==> src/rtl/dm_port_arbiter.sv <==
// Arbiter sharing the single-port DataMemory RAM between the pipeline (port 0) and a loader/debug master (port 1).
// Optional build macro: DM_ARB_ROUND_ROBIN_EN selects round-robin instead of fixed priority with anti-starvation.
module dm_port_arbiter #(
    parameter int AW       = 8,
    parameter int DW       = 8,
    parameter int WAIT_MAX = 4
) (
    input  logic          clk,
    input  logic          reset,
    input  logic          req0,
    input  logic          we0,
    input  logic [AW-1:0] addr0,
    input  logic [DW-1:0] wdata0,
    output logic          gnt0,
    output logic          stall0,
    output logic          rvalid0,
    input  logic          req1,
    input  logic          we1,
    input  logic [AW-1:0] addr1,
    input  logic [DW-1:0] wdata1,
    output logic          gnt1,
    output logic          rvalid1,
    output logic [DW-1:0] rdata,
    output logic          mem_en,
    output logic          mem_we,
    output logic [AW-1:0] mem_addr,
    output logic [DW-1:0] mem_din,
    input  logic [DW-1:0] mem_dout
);

    localparam int CW = 4;

    logic gnt0_c;
    logic gnt1_c;

`ifdef DM_ARB_ROUND_ROBIN_EN
    logic rr_last;

    // Contended cycles go to the port that did not win last time.
    always_comb begin
        gnt1_c = req1 & (~req0 | ~rr_last);
        gnt0_c = req0 & ~gnt1_c;
    end

    always_ff @(posedge clk or posedge reset) begin
        if (reset) begin
            rr_last <= 1'b0;
        end else if (gnt0_c | gnt1_c) begin
            rr_last <= gnt1_c;
        end
    end
`else
    logic [CW-1:0] wait_cnt;
    logic          force1;

    // Port 0 wins unless port 1 has been refused WAIT_MAX cycles in a row.
    always_comb begin
        force1 = (wait_cnt == CW'(WAIT_MAX)) & req1;
        gnt1_c = req1 & (~req0 | force1);
        gnt0_c = req0 & ~gnt1_c;
    end

    always_ff @(posedge clk or posedge reset) begin
        if (reset) begin
            wait_cnt <= '0;
        end else if (~req1 | gnt1_c) begin
            wait_cnt <= '0;
        end else if (wait_cnt != CW'(WAIT_MAX)) begin
            wait_cnt <= wait_cnt + CW'(1);
        end
    end
`endif

    always_comb begin
        mem_en   = 1'b0;
        mem_we   = 1'b0;
        mem_addr = '0;
        mem_din  = '0;
        if (gnt0_c) begin
            mem_en   = 1'b1;
            mem_we   = we0;
            mem_addr = addr0;
            mem_din  = wdata0;
        end else if (gnt1_c) begin
            mem_en   = 1'b1;
            mem_we   = we1;
            mem_addr = addr1;
            mem_din  = wdata1;
        end
    end

    assign gnt0   = gnt0_c;
    assign gnt1   = gnt1_c;
    assign stall0 = req0 & ~gnt0_c;
    assign rdata  = mem_dout;

    // RAM read latency is one cycle, so valid follows the granted read by one clock.
    always_ff @(posedge clk or posedge reset) begin
        if (reset) begin
            rvalid0 <= 1'b0;
            rvalid1 <= 1'b0;
        end else begin
            rvalid0 <= gnt0_c & ~we0;
            rvalid1 <= gnt1_c & ~we1;
        end
    end

endmodule

==> config.mk <==
export PLATFORM = sky130hd
export DESIGN_NAME = dm_port_arbiter
export DESIGN_NICKNAME = d
export VERILOG_FILES = /design/src/rtl/dm_port_arbiter.sv
export SDC_FILE = /design/constraint.sdc
export NUM_CORES = 1
export LEC_CHECK = 0
export CAP_MARGIN = 20
export CORE_MARGIN = 10
export CORE_UTILIZATION = 23
export CTS_CLUSTER_SIZE = 28
export DETAILED_ROUTE_END_ITERATION = 16
export PLACE_DENSITY = 0.75
export SLEW_MARGIN = 15
export SYNTH_ARGS = -nofsm -noshare
export SYNTH_HDL_FRONTEND = slang
export SYNTH_SLANG_ARGS = --single-unit
==> constraint.sdc <==
create_clock -name clk -period 1.4 [get_ports clk]
set_clock_uncertainty 0.15 [all_clocks]
set_input_delay 0.21 -clock clk [delete_from_list [all_inputs] [get_ports clk]]
set_output_delay 0.21 -clock clk [all_outputs]
set_load 0.005 [all_outputs]
---- Word level (Yosys, flattened, before mapping) ----
Index checks and enable logic that the tools add are counted.
word-level totals
  bits in registers ....................... 6
  bits of input ports ..................... 46
  output and inout bits ................... 31
  logic and storage cells ................. 31
cells by class
  $add $sub $neg .......................... 1
  eq/ne operators ......................... 2
  muxes and demuxes ....................... 10
  bitwise operators ....................... 14
  reductions and logical operators ........ 1
operator list
  operator             number
  $mux 8               4
  $mux 4               2
  $and 1x1->1          6
  $not 1->1            6
  $add 4x1->4 const B  1
  $eq 4x3->1 const B   1
  $mux 1               4
  $ne 4x3->1 const B   1
  $or 1x1->1           2
  $reduce_bool 2->1    1

---- Depth between registers and ports, before layout ----
  depth in word-level cells ............... 8
  depth in mapped cells ................... 7

---- Worst setup path after synthesis ----
Ideal clock, no wire load.
  path kind ............................... register to output
  from .................................... register wait_cnt[0]
  to ...................................... output port mem_addr[1]
  data arrival time ....................... 1.182 ns
  slack ................................... -0.142 ns
  stages on the path, launching flop included .. 8
  path through ............................ dfrtp_1 inv_1 ha_1 nand4b_1 buf_2 buf_6 nand3_1 o21ai_1
between the ends
  word-level cells in the longest chain between the ends .. 7
ends and longest elaborated chain
  element                 line  RTL
  start, declared         53    logic [CW-1:0] wait_cnt;
  start signal, assigned  69    wait_cnt <= wait_cnt + CW'(1);
  $eq 4x3->1 *            58    force1 = (wait_cnt == CW'(WAIT_MAX)) & req1;
  $and 1x1->1 *           58
  $or 1x1->1 *            59    gnt1_c = req1 & (~req0 | force1);
  $and 1x1->1 *           59
  $not 1->1               60    gnt0_c = req0 & ~gnt1_c;
  $and 1x1->1             60
  $mux 8 *                79    if (gnt0_c) begin
  end, declared           26    output logic [AW-1:0] mem_addr,
Mark *: on every way between the ends. The rest lies on a longest branch, timed or not.

---- Worst setup path after layout ----
  from .................................... register wait_cnt[1]
  to ...................................... output port mem_addr[3]
The elaborated chain is that of the path after synthesis.

==> summary.md <==
| Metric | Value |
|---|---|
| Status | finished, violations left |
| Failing checks | negative setup slack |
| Total number of yosys warnings | 0 |
| Initial Util | 24.8% |
| CP Cell Sequence | inv_1, ha_2, nand4b_1, nand2_4, buf_12, inv_12, o21ai_4, buf_2 |
| Psw | 0.000236 W |
| Final period util | 144% |
| I/O Pins | 77 |
| Commonest non-fill, non-tap cell in the layout | clkdlybuf4s50_1 |
| Final Hold Vio Count | 0 |
| Port bufs | 60 |
| Sw frac | 31.5% |
| Sequential fraction of the synthesis area | 23.8% |
| Adder-cell share of the synthesized area | 3.96% |
| Max incr delay on CP | 0.38 ns |
| Seq pwr share | 24.2% |
| Initial antenna violation count | 0 |
| Die Area | 5240 um2 |
| Crit-path slowest cell | dfrtp_1 |
| Placed Instance Area | 1290 um2 |
| CP Launch Type | flip-flop |
| HP Class | input pin to async pin |
| GPL Wtd Cong | 0.782 |
| Leakage | 0.763 nW |
| Vias per Instance | 4.83 |
| Gr usage total | 14.1% |
| Placed Instances | 178 |
| Pwr Total | 0.000747 W |
| Antenna cell count | 0 |
| Core area | 2540 um2 |
| Total vias in the final route | 941 |
| Post-Syn Area | 632 um2 |
| Reg clk slew, reported paths | 0.05 ns |
| Worst hold slack | 0.0301 ns |
| GR Overflow Total | 0 |
| DRT Pass-1 Iters | 4 |
| DP HPWL | 2.32 mm |
| Detailed Route WL | 3.62 mm |
| Design area | 1650 um2 |
| Clock Power Share | 23.0% |
| Post-DRT Antenna Nets | 0 |
| Vias in the first global route | 1069 |
| H-tree depth | 1 |
| FF+latch count, synth | 6 |
| Critical path class | flip-flop to output port |
| Max-cap violations | 0 |
| Max Buffers Root-to-Sink | 2 |
| Fillers | 216 |
| DRC Markers | 0 |
| Die X-Extent | 72.4 um |
| F_max | 496 MHz |
| Worst skew pair latency | 0.26 ns |
| Commonest cells after routing, fill and taps aside | clkdlybuf4s50_1 (35), buf_2 (20), nand2_1 (17) |
| Slew of the pin with the lowest slew margin | 0.258 ns |
| Setup WS pre-CTS | -0.819 ns |
| CTS root buf | clkbuf_4 |
| Worst Setup End Kind | output port |
| Final nets | 215 |
| Wire per inst | 18.6 um |
| Fraction of layout cells with a size suffix above 1 | 55.2% |
| Largest net degree at the start of global routing | 12 |
| Unrepaired setup endpoints after global routing | true |
| Compound-Gate Fraction of Synth Area | 13.5% |
| Post-Layout Cell Count | 195 |
| Worst-path fanout max | 10 |
| Mux cell area share after synthesis | 0% |
| Mapped Avg Cell Area | 6.65 um2 |
| Post-synth cell types | 20 |
| Period minus WS final | 2.02 ns |
| Drt initial violations | 36 |
| Core Rows | 18 |
| Largest family of logic cells by synthesized area | simple AND/OR/NAND/NOR gates |
| Clock tree from TritonCTS | yes |
| Internal cell power | 0.000512 W |
| Clk sinks | 6 |
| Rel. slew slack | 82.8% |
| CTS buffer count | 3 |
| Worst vdd ir | 0.000448 V |
| Global-route wire length before repair | 5.77 mm |
| CP required | 1.04 ns |
| Cts hold-fix bufs | 0 |
| Die Y | 72.4 um |
| Post-Synth Simple-Gate Area | 35.0% |
| Area Growth Syn to Fin | 161% |
| Combinational fraction of design power | 52.8% |
| PwrDens | 453 nW/um2 |
| Synth Area in XOR/XNOR | 2.77% |
| Final setup viols | 26 |
| Final Max Slew Viols | 0 |
| Final WS setup | -0.617 ns |
| Worst EP arrival | 1.66 ns |
| Synth Instances | 95 |
| Synth Net Count | 143 |
-- worst paths after layout --
path	startpoint	endpoint	slack (ns)	cells after the start
worst min-delay path	reset	rvalid0$_DFF_PP0_	0.03	2
min in group clk	mem_dout[4]	rdata[4]	0.27	0
worst max-delay path	wait_cnt[1]$_DFFE_PP0P_	mem_addr[3]	-0.62	8
max in group asynchronous	reset	wait_cnt[2]$_DFFE_PP0P_	0.86	2
worst max register to register	wait_cnt[1]$_DFFE_PP0P_	wait_cnt[3]$_DFFE_PP0P_	-0.25	8
worst min register to register	wait_cnt[0]$_DFFE_PP0P_	wait_cnt[0]$_DFFE_PP0P_	0.40	2
-- layer usage --
metal  global-route usage, %  wire length, um
met5                       0                0
met4                    5.91               36
met3                    4.90              309
met2                    26.1             1960
met1                    13.8             1320
-- area by class of cell --
type,instances,area (um2),share of cell area [%]
flip-flops and latches,6,150,9.10
repair buffers,82,827,50.1
multi-input cells,68,571,34.6
well taps,30,37.5,2.27
repair inverters,1,16.3,0.986
clock buffers,3,22.5,1.36
inverters,5,26.3,1.59
-- cells by family after synthesis --
| logic type | after synthesis |
|---|---|
| adders and majority gates | 2 |
| buffers and inverters | 21 |
| and+or+nand+nor | 47 |
| AOI/OAI and AO/OA | 17 |
| xor gates and xnor gates | 2 |
| DFF | 6 |
-- what timing repair did --
action	in CTS	in global routing
cloned	6	0
setup buffers	5	3
endpoints found under the setup margin	28	27
gates resized for setup	131	13
pin swaps	15	12
-- power by group through the flow --
stage | Clock, W | Sequential [W] | Combinational (W)
3_5_place_dp | 0 | 0.000184 | 0.000333
5_1_grt | 0.000181 | 0.000181 | 0.000424
3_3_place_gp | 0 | 0.000184 | 0.000327
6_report | 0.000172 | 0.000181 | 0.000394
2_1_floorplan | 0 | 0.000185 | 0.000132
4_1_cts | 0.000168 | 0.000181 | 0.000376
-- synth_stat cells --
| master | number | area [um2] |
|---|---|---|
| nor3b_2 | 1 | 12.5 |
| and2_1 | 1 | 6.26 |
| xnor2_1 | 1 | 8.76 |
| buf_4 | 8 | 60.1 |
| dfrtp_1 | 6 | 150 |
| inv_2 | 1 | 3.75 |
| buf_1 | 1 | 3.75 |
| o21ai_1 | 17 | 85.1 |
| xor2_1 | 1 | 8.76 |
| nand3_1 | 19 | 95.1 |
| nor2_1 | 5 | 18.8 |
| nand2_1 | 18 | 67.6 |
| or2_1 | 1 | 6.26 |
| buf_2 | 1 | 5.00 |
| buf_6 | 3 | 33.8 |
| clkbuf_1 | 3 | 11.3 |
| and3_1 | 1 | 6.26 |
| inv_1 | 4 | 15.0 |
| ha_1 | 2 | 25.0 |
| nand4b_1 | 1 | 8.76 |
-- worst max-delay path, delay by kind of cell, from the launching register on --
family                     cells  cell delay (ns)
AOI/OAI and AO/OA              1             0.13
adders and majority gates      1             0.17
buffers and inverters          4             0.38
DFF                            1             0.38
and+or+nand+nor                2             0.35
-- flip-flops by register name, indices dropped and copies added (netlist names) --
signal / cells
wait_cnt: 4
rvalid1: 1
rvalid0: 1
-- stage by stage --
step / TNS, ns / util [%]
6_report: -12.86 / 64.8
2_1_floorplan: -1.52 / -
5_1_grt: -14.22 / 64.8
4_1_cts: -12.10 / 62.1
3_5_place_dp: -16.84 / 50.6
3_3_place_gp: -16.31 / 50.6
Note: power is estimated with default switching activity, not from simulation.
